===== src/rtl/led_seq_pkg.sv =====
// Shared definitions for the LED sequencer.
// Holds the pattern mode encodings (these match the cfg_mode port values),
// the controller state encodings, and a small helper that tells whether a
// mode's first frame has LED 0 lit.
package led_seq_pkg;

  typedef enum logic [1:0] {
    MODE_CHASE  = 2'b00,
    MODE_BOUNCE = 2'b01,
    MODE_FILL   = 2'b10,
    MODE_BLINK  = 2'b11
  } mode_t;

  typedef enum logic [1:0] {
    ST_IDLE  = 2'b00,
    ST_RUN   = 2'b01,
    ST_PAUSE = 2'b10
  } state_t;

  // Chase and bounce start with a single lit LED at position 0; fill and
  // blink start dark.
  function automatic logic starts_lit(mode_t m);
    return (m == MODE_CHASE) || (m == MODE_BOUNCE);
  endfunction

endpackage


===== src/rtl/tick_gen.sv =====
// Step-rate counter for the LED sequencer.
// Ports:
//   clk    - rising-edge clock
//   rst    - asynchronous active-low reset
//   en     - count this cycle
//   clr    - synchronous clear (wins over en)
//   period - cycles per step, must be >= 1
//   pulse  - high in the cycle whose edge wraps the counter back to 0
module tick_gen #(
  parameter int WIDTH = 32
) (
  input  logic             clk,
  input  logic             rst,
  input  logic             en,
  input  logic             clr,
  input  logic [WIDTH-1:0] period,
  output logic             pulse
);

  localparam logic [WIDTH-1:0] ONE = {{(WIDTH-1){1'b0}}, 1'b1};

  logic [WIDTH-1:0] count;
  logic             at_end;

  // Using >= rather than == keeps the counter from running away if it is
  // ever above the last value (period is only changed together with clr).
  assign at_end = (count >= (period - ONE));
  assign pulse  = en && at_end;

  always_ff @(posedge clk or negedge rst) begin
    if (!rst) begin
      count <= '0;
    end else if (clr) begin
      count <= '0;
    end else if (en) begin
      count <= at_end ? '0 : (count + ONE);
    end
  end

endmodule


===== src/rtl/led_seq_ctrl.sv =====
// LED pattern sequencer.
// Steps a chase / bounce / fill / blink pattern across N_LED outputs at a
// programmable rate, with run/pause control and single-stepping while paused.
// Ports:
//   clk        - rising-edge clock
//   rst        - asynchronous active-low reset
//   cfg_valid  - configuration request
//   cfg_ready  - configuration accept (high outside RUN)
//   cfg_mode   - pattern select: 00 chase, 01 bounce, 10 fill, 11 blink
//   cfg_period - clk cycles per pattern step (0 is treated as 1)
//   run        - level enable
//   step       - single-step pulse, only acted on while paused
//   led        - registered LED drive
//   tick       - one-cycle pulse after each pattern advance
//   busy       - high while running
module led_seq_ctrl
  import led_seq_pkg::*;
#(
  parameter int          WIDTH      = 32,
  parameter int          N_LED      = 4,
  parameter int unsigned DEF_PERIOD = 500_000
) (
  input  logic             clk,
  input  logic             rst,
  input  logic             cfg_valid,
  output logic             cfg_ready,
  input  logic [1:0]       cfg_mode,
  input  logic [WIDTH-1:0] cfg_period,
  input  logic             run,
  input  logic             step,
  output logic [N_LED-1:0] led,
  output logic             tick,
  output logic             busy
);

  localparam logic [WIDTH-1:0] ONE = {{(WIDTH-1){1'b0}}, 1'b1};

  function automatic logic [N_LED-1:0] init_pattern(mode_t m);
    logic [N_LED-1:0] p;
    p    = '0;
    p[0] = starts_lit(m);
    return p;
  endfunction

  function automatic logic [N_LED-1:0] next_pattern(mode_t m, logic [N_LED-1:0] p, logic up);
    logic [N_LED-1:0] n;
    n = p;
    case (m)
      MODE_CHASE:  n = {p[N_LED-2:0], p[N_LED-1]};
      MODE_BOUNCE: n = up ? (p << 1) : (p >> 1);
      MODE_FILL:   n = (&p) ? '0 : {p[N_LED-2:0], 1'b1};
      MODE_BLINK:  n = ~p;
      default:     n = p;
    endcase
    return n;
  endfunction

  // Bounce turns around when the step it is about to take lands on an end,
  // so the end position is shown once and not repeated.
  function automatic logic next_dir(mode_t m, logic [N_LED-1:0] p, logic up);
    logic d;
    d = up;
    if (m == MODE_BOUNCE) begin
      d = up ? ~p[N_LED-2] : p[1];
    end
    return d;
  endfunction

  state_t           state;
  mode_t            mode;
  logic [WIDTH-1:0] period;
  logic             dir_up;

  logic             xfer;
  mode_t            new_mode;
  logic [WIDTH-1:0] new_period;
  logic [N_LED-1:0] adv_pattern;
  logic             adv_dir;
  logic             cnt_en;
  logic             cnt_clr;
  logic             cnt_pulse;

  assign xfer        = cfg_valid && cfg_ready;
  assign new_mode    = mode_t'(cfg_mode);
  assign new_period  = (cfg_period == '0) ? ONE : cfg_period;
  assign adv_pattern = next_pattern(mode, led, dir_up);
  assign adv_dir     = next_dir(mode, led, dir_up);

  // Count only on edges where the sequencer stays in RUN, so dropping run
  // freezes the count at the value it had when run fell.
  assign cnt_en  = (state == ST_RUN) && run;
  assign cnt_clr = (state == ST_IDLE) || ((state == ST_PAUSE) && xfer);

  tick_gen #(
    .WIDTH(WIDTH)
  ) u_tick_gen (
    .clk   (clk),
    .rst   (rst),
    .en    (cnt_en),
    .clr   (cnt_clr),
    .period(period),
    .pulse (cnt_pulse)
  );

  // led is the pattern register itself; it stays 0 in IDLE because it is
  // only loaded on the way into RUN. cfg_ready and busy are registered
  // alongside the state so they always agree with it.
  always_ff @(posedge clk or negedge rst) begin
    if (!rst) begin
      state     <= ST_IDLE;
      mode      <= MODE_CHASE;
      period    <= WIDTH'(DEF_PERIOD);
      led       <= '0;
      dir_up    <= 1'b1;
      tick      <= 1'b0;
      busy      <= 1'b0;
      cfg_ready <= 1'b1;
    end else begin
      tick <= 1'b0;
      unique case (state)
        ST_IDLE: begin
          if (xfer) begin
            mode   <= new_mode;
            period <= new_period;
          end
          if (run) begin
            state     <= ST_RUN;
            led       <= init_pattern(xfer ? new_mode : mode);
            dir_up    <= 1'b1;
            busy      <= 1'b1;
            cfg_ready <= 1'b0;
          end
        end
        ST_RUN: begin
          if (!run) begin
            state     <= ST_PAUSE;
            busy      <= 1'b0;
            cfg_ready <= 1'b1;
          end else if (cnt_pulse) begin
            led    <= adv_pattern;
            dir_up <= adv_dir;
            tick   <= 1'b1;
          end
        end
        ST_PAUSE: begin
          // A config transfer restarts the pattern and swallows any step
          // or run request in the same cycle.
          if (xfer) begin
            mode   <= new_mode;
            period <= new_period;
            led    <= init_pattern(new_mode);
            dir_up <= 1'b1;
          end else if (run) begin
            state     <= ST_RUN;
            busy      <= 1'b1;
            cfg_ready <= 1'b0;
          end else if (step) begin
            led    <= adv_pattern;
            dir_up <= adv_dir;
            tick   <= 1'b1;
          end
        end
        default: begin
          state     <= ST_IDLE;
          led       <= '0;
          busy      <= 1'b0;
          cfg_ready <= 1'b1;
        end
      endcase
    end
  end

endmodule

===== config.mk =====
export PLATFORM = sky130hd
export DESIGN_NAME = led_seq_ctrl
export DESIGN_NICKNAME = d
export VERILOG_FILES = /design/src/rtl/led_seq_pkg.sv /design/src/rtl/tick_gen.sv /design/src/rtl/led_seq_ctrl.sv
export SDC_FILE = /design/constraint.sdc
export NUM_CORES = 1
export LEC_CHECK = 0
export CAP_MARGIN = 20
export CORE_MARGIN = 1
export CORE_UTILIZATION = 60
export DETAILED_ROUTE_END_ITERATION = 7
export PLACE_DENSITY = 0.91
export SYNTH_ARGS = -nofsm -noshare
export SYNTH_HDL_FRONTEND = slang
export SYNTH_HIERARCHICAL = 1
export SYNTH_SLANG_ARGS = --single-unit

===== constraint.sdc =====
create_clock -name clk -period 8.9 [get_ports clk]
set_clock_uncertainty 0.2 [all_clocks]
set_input_delay 0.89 -clock clk [delete_from_list [all_inputs] [get_ports clk]]
set_output_delay 0.89 -clock clk [all_outputs]
set_load 0.1 [all_outputs]

* Yosys cells after proc, flatten, opt, wreduce, memory -nomap -nowiden *
Cells that the tools add are included.

storage, ports and cells
  memories = 0
  bits in latches = 0
  bits in registers = 76
  bits in writable memories = 0
  output and inout port bits = 7
  bits of input ports = 39
  bits in read-only memories = 0
  logic and storage cells = 90

operators by class
  shift-type cells = 0
  divide/modulo/power cells = 0
  $add $sub $neg = 2
  bitwise gates (word level) = 2
  multiplexer cells = 42
  $mul = 0
  equality and inequality tests = 14
  order comparisons = 1
  reductions and logical operators = 20

operators by type and width
  operator                                              number
  2-to-1 mux 32 bit                                     4
  adder 32 x 1 -> 32 bit (second input constant)        1
  greater-or-equal comparator 32 bit                    1
  logical NOT 32 bit                                    1
  2-to-1 mux 4 bit                                      8
  subtractor 32 x 1 -> 32 bit (second input constant)   1
  2-to-1 mux 1 bit                                      19
  case mux 4 bit (4 select lines)                       1
  case mux 4 bit (3 select lines)                       1
  inequality test 2 bit (second input constant)         5
  case mux 1 bit (3 select lines)                       3
  equality test 2 x 1 -> 1 bit (second input constant)  4
  logical NOT 2 bit                                     4
  2-to-1 mux 2 bit                                      4
  equality test 2 bit (second input constant)           3
  inequality test 3 bit (second input constant)         2
  case mux 2 bit (3 select lines)                       1
  AND reduction 6 bit                                   1
  AND reduction 5 bit                                   1
  logical AND 1 bit                                     4
  inverter 4 bit                                        1
  AND reduction 2 bit                                   2
  AND reduction 4 bit                                   1
  logical OR 1 bit                                      3
  5 further kinds                                       5

* Logic depth before layout (Yosys ltp) *
  word-level depth = 7
  gate-level depth with buffers = 20
  mapped depth without buffers = 17

* Modules after synthesis *
The synthesis kept the hierarchy.

by module, submodules not included
  module        seq. area each (um2)  cells an instance  area an instance (um2)  times used
  tick_gen      800.8                 424                3382.0                  1
  led_seq_ctrl  1112.3                173                2165.8                  1

* Worst setup path before layout *
OpenSTA, ideal clock, no wires.

  kind = register to register
  start = reg period[15]
  end = reg led[2]
  library setup time = 0.129 ns
  slack = 3.746 ns
  required time = 8.571 ns
  arrival = 4.825 ns
  clock period less this slack = 5.154 ns
  stages on the path, launching flop included = 18
  buffers on the path = 2
  path through = dfstp_2 or4_4 or3_4 or4_4 or3_1 buf_2 nor3_1 xnor2_1 ha_1 a21o_1 a21o_1 a221oi_1 clkbuf_1 a21oi_1 nand2_1 a21o_1 and2_4 mux2_1

between the ends
  longest elaborated chain between the ends = 5

ends and longest elaborated chain
  what                                    line                 RTL
  start, declared                         led_seq_ctrl.sv:71   logic [WIDTH-1:0] period;
  start signal, assigned                  led_seq_ctrl.sv:112  period <= WIDTH'(DEF_PERIOD);
  start signal, assigned                  led_seq_ctrl.sv:124  period <= new_period;
  start signal, assigned                  led_seq_ctrl.sv:150  period <= new_period;
  subtractor 32 x 1 -> 32 bit             tick_gen.sv:27       assign at_end = (count >= (period - ONE));
  greater-or-equal comparator 32 bit      tick_gen.sv:27
  logical AND 1 bit                       tick_gen.sv:28       assign pulse = en && at_end;
  named net cnt_pulse                     led_seq_ctrl.sv:81   logic cnt_pulse;
  inequality test 2 bit (no source line)  --
  AND reduction 5 bit (no source line)    --
  end signal, assigned                    led_seq_ctrl.sv:128  led <= init_pattern(xfer ? new_mode : mode);
  end signal, assigned                    led_seq_ctrl.sv:140  led <= adv_pattern;
  end signal, assigned                    led_seq_ctrl.sv:151  led <= init_pattern(new_mode);
  end, declared                           led_seq_ctrl.sv:31   output logic [N_LED-1:0] led,

The timed path passes the listed nets, and every way through them passes these cells.
A chain may end at the register's enable or synchronous reset.

* Worst setup path in the final report *
Ends and elaborated chain as after synthesis.

==> run summary <==
status: finished, final reports clean
Tot GR Track Use: 0.302
Switching Share: 0.418
final critical-path required period: 5.32 ns
Nets: 704
asr flop ratio synth: 1.00
worst-path fanout max: 36
CP Class: reg -> reg
clock-pin slew on the worst setup and hold paths: 0.08 ns
commonest cells in the netlist: dfrtp_1, ha_1, nor2_1
arrival time at the worst endpoint: 5.35 ns
first-pass GRT wire length: 23.5 mm
top-count cell post-synth: dfrtp_1
clock power share: 0.182
net switching power: 687 µW
post-synth design cell area: 5550 µm²
Hold Crit Depth: 2
period utilisation layout: 0.598
CTS tree: built
number of buffers added on ports: 45
final setup margin: 3.58 ns
top cells by area, synth: dfrtp_1, ha_1, mux2_2
Routed Antenna Nets: 0
First DRT Iteration DRCs: 596
reg-to-reg critical path endpoint: led[2]$_DFFE_PN0P_
worst ir drop on vdd: 0.000191 V
Seq pwr share: 0.372
Max clock buf depth: 2
Post-CTS Setup Bufs: 0
Congestion Overflow GR: 0
die area: 9640 µm²
DR DRC count: 0
initial antenna violation count: 0
Achievable Freq: 188 MHz
clock sinks: 76
Syn Area/Cell: 9.29 µm²
Min-Delay Startpoint: busy$_DFFE_PN0P_
leak pwr: 2.50 nW
Post-synth EDFFs: 0
num rows: 34
Fin. Hold Viols: 0
total design power: 1.64 mW
P_int: 956 µW
Slew HR: 0.352
Min Hold Slack: 0.336 ns
H-tree levels: 3
Fill cells: 595
Min-Delay Path Class: reg -> reg
ANT cells: 0
Reg2Reg Depth: 18
pwr dens: 262 nW/µm²
RR Startpoint: period[15]$_DFFE_PN1P_
Gates resized, CTS repair: 0
Starting Density: 0.627
element type at the critical path end: flip-flop
fin. max-slew vios: 0
Via density: 6.88
vias in the first global route: 4927
Setup Viol. Count Final: 0
sequential-to-total area share from yosys stat: 0.345
Yosys top cell area share: 0.302
R2R Setup Slk: 3.58 ns
vias: 5080
core area: 8850 µm²
utilization after layout: 0.708
ys flop type: dfrtp_1
Logic pwr share: 0.445
end point of the worst hold path: busy$_DFFE_PN0P_
RSZ-0062 raised after global routing: no
DR pass1 iterations: 5
Hold Buf Count CTS: 0
Ys Warns: 6
Die Span Y: 98.2 µm
pre-CTS WS: 3.78 ns
GP Congestion: 0.860
Worst setup SP type: flip-flop
CTS Root Cell: clkbuf_8
number of I/O pins: 46
Yosys cell types: 65
clk_lat worst skew: 0.35 ns
synthesized instance count: 597
largest area contributor in the netlist: dfrtp_1
Slew @ Worst Pin: 0.968 ns
largest net degree at the start of global routing: 77
Setup TNS: 0 ns
Area Growth Syn to Fin: 13.0%
Synth Net Count: 675
Routed WL: 14.2 mm
Die W: 98.2 µm
share of cells above drive strength 1: 0.137
max_cap viols: 0
hpwl dp: 9.67 mm
synthesized flop and latch total: 76
WL/cell: 19.3 µm
CTS buffer count: 9
WP data required: 8.93 ns
==> sequential cells by signal (all words and copies together), names as in the netlist, 2 cells and up, named ones only <==
| register | flops |
|---|---|
| led | 4 |
| period | 32 |
| state | 2 |
| u_tick_gen/count | 32 |
==> power by group through the flow <==
| stage | registers, mW | logic, mW | clock network [mW] |
|---|---|---|---|
| finish | 0.612 | 0.731 | 0.300 |
| global route | 0.623 | 0.780 | 0.314 |
| CTS | 0.607 | 0.721 | 0.301 |
| detailed placement | 0.609 | 0.706 | 0 |
| global placement | 0.591 | 0.663 | 0 |
| floorplan | 0.638 | 0.486 | 0 |
==> cells in the final DEF (no fill, tap or decap), types with 8 or more instances in the layout <==
| master | netlist | final |
|---|---|---|
| a21o_1 | 8 | 8 |
| a21oi_1 | 14 | 14 |
| clkbuf_8 | 0 | 11 |
| clkdlybuf4s50_1 | 0 | 44 |
| dfrtp_1 | 67 | 67 |
| dfstp_2 | 9 | 9 |
| ha_1 | 39 | 39 |
| inv_1 | 18 | 18 |
| mux2_2 | 38 | 38 |
| nand2_1 | 29 | 29 |
| nand2b_1 | 33 | 33 |
| nand3_1 | 22 | 22 |
| nand4_1 | 18 | 18 |
| nor2_1 | 39 | 39 |
| nor2b_1 | 8 | 8 |
| nor3_1 | 20 | 20 |
| nor4_1 | 27 | 27 |
| o211ai_1 | 20 | 20 |
| o21ai_0 | 24 | 24 |
| o221ai_1 | 11 | 11 |
| or3_1 | 8 | 8 |
| xnor2_1 | 21 | 21 |
==> through the flow <==
stage          area, µm²  instances
2_1_floorplan       5550        597
3_3_place_gp        6040        723
3_5_place_dp        6040        723
4_1_cts             6270        738
5_1_grt             6270        738
6_report            6270        738
==> layout make-up <==
type | count | area, µm² | share of cell area
clock buffers | 11 | 151 | 0.0242
clock inverters | 4 | 72.6 | 0.0116
inverters | 18 | 67.6 | 0.0108
multi-input cells | 472 | 3450 | 0.550
flip-flops and latches | 76 | 1910 | 0.305
well taps | 108 | 135 | 0.0216
repair buffers | 49 | 478 | 0.0762
==> worst max-delay path, cell delays in order (launching register included) <==
cell      delay, ns
dfstp_2        0.40
or4_4          0.55
or3_4          0.37
or4_4          0.47
or3_1          0.50
nor2_1         0.17
xnor2_1        0.16
ha_1           0.29
and3_1         0.19
o21ai_0        0.07
o21ai_0        0.13
a41o_1         0.24
o211ai_1       0.18
buf_4          0.40
a21oi_1        0.15
nand2_1        0.09
a21o_1         0.15
and2_4         0.17
mux2_1         0.32
==> worst max-delay path by stage <==
stage,end,slack [ns],cells after the start,start
after floorplan,led[2]$_DFFE_PN0P_,3.75,17,period[15]$_DFFE_PN1P_
after global placement,led[2]$_DFFE_PN0P_,3.97,16,period[15]$_DFFE_PN1P_
after detailed placement,led[2]$_DFFE_PN0P_,3.78,18,period[13]$_DFFE_PN1P_
after CTS,led[2]$_DFFE_PN0P_,3.71,18,period[15]$_DFFE_PN1P_
after global routing,led[2]$_DFFE_PN0P_,3.46,18,period[15]$_DFFE_PN1P_
final,led[2]$_DFFE_PN0P_,3.58,18,period[15]$_DFFE_PN1P_
==> routing by layer <==
layer	vias up	global-route usage	routed length (µm)
met4	0	0.132	478
met1	2462	0.381	5830
li1	2299	-	-
met2	267	0.513	6910
met5	-	0	0
met3	52	0.0494	997
==> cell families after synthesis <==
group,Yosys count,synth area share
AOI/OAI and AO/OA,118,0.151
and+or+nand+nor,246,0.253
adders and majority gates,39,0.0880
muxes,41,0.0830
xor gates and xnor gates,28,0.0442
buffers and inverters,49,0.0363
DFF,76,0.345
(Power assumes the default switching activity.)
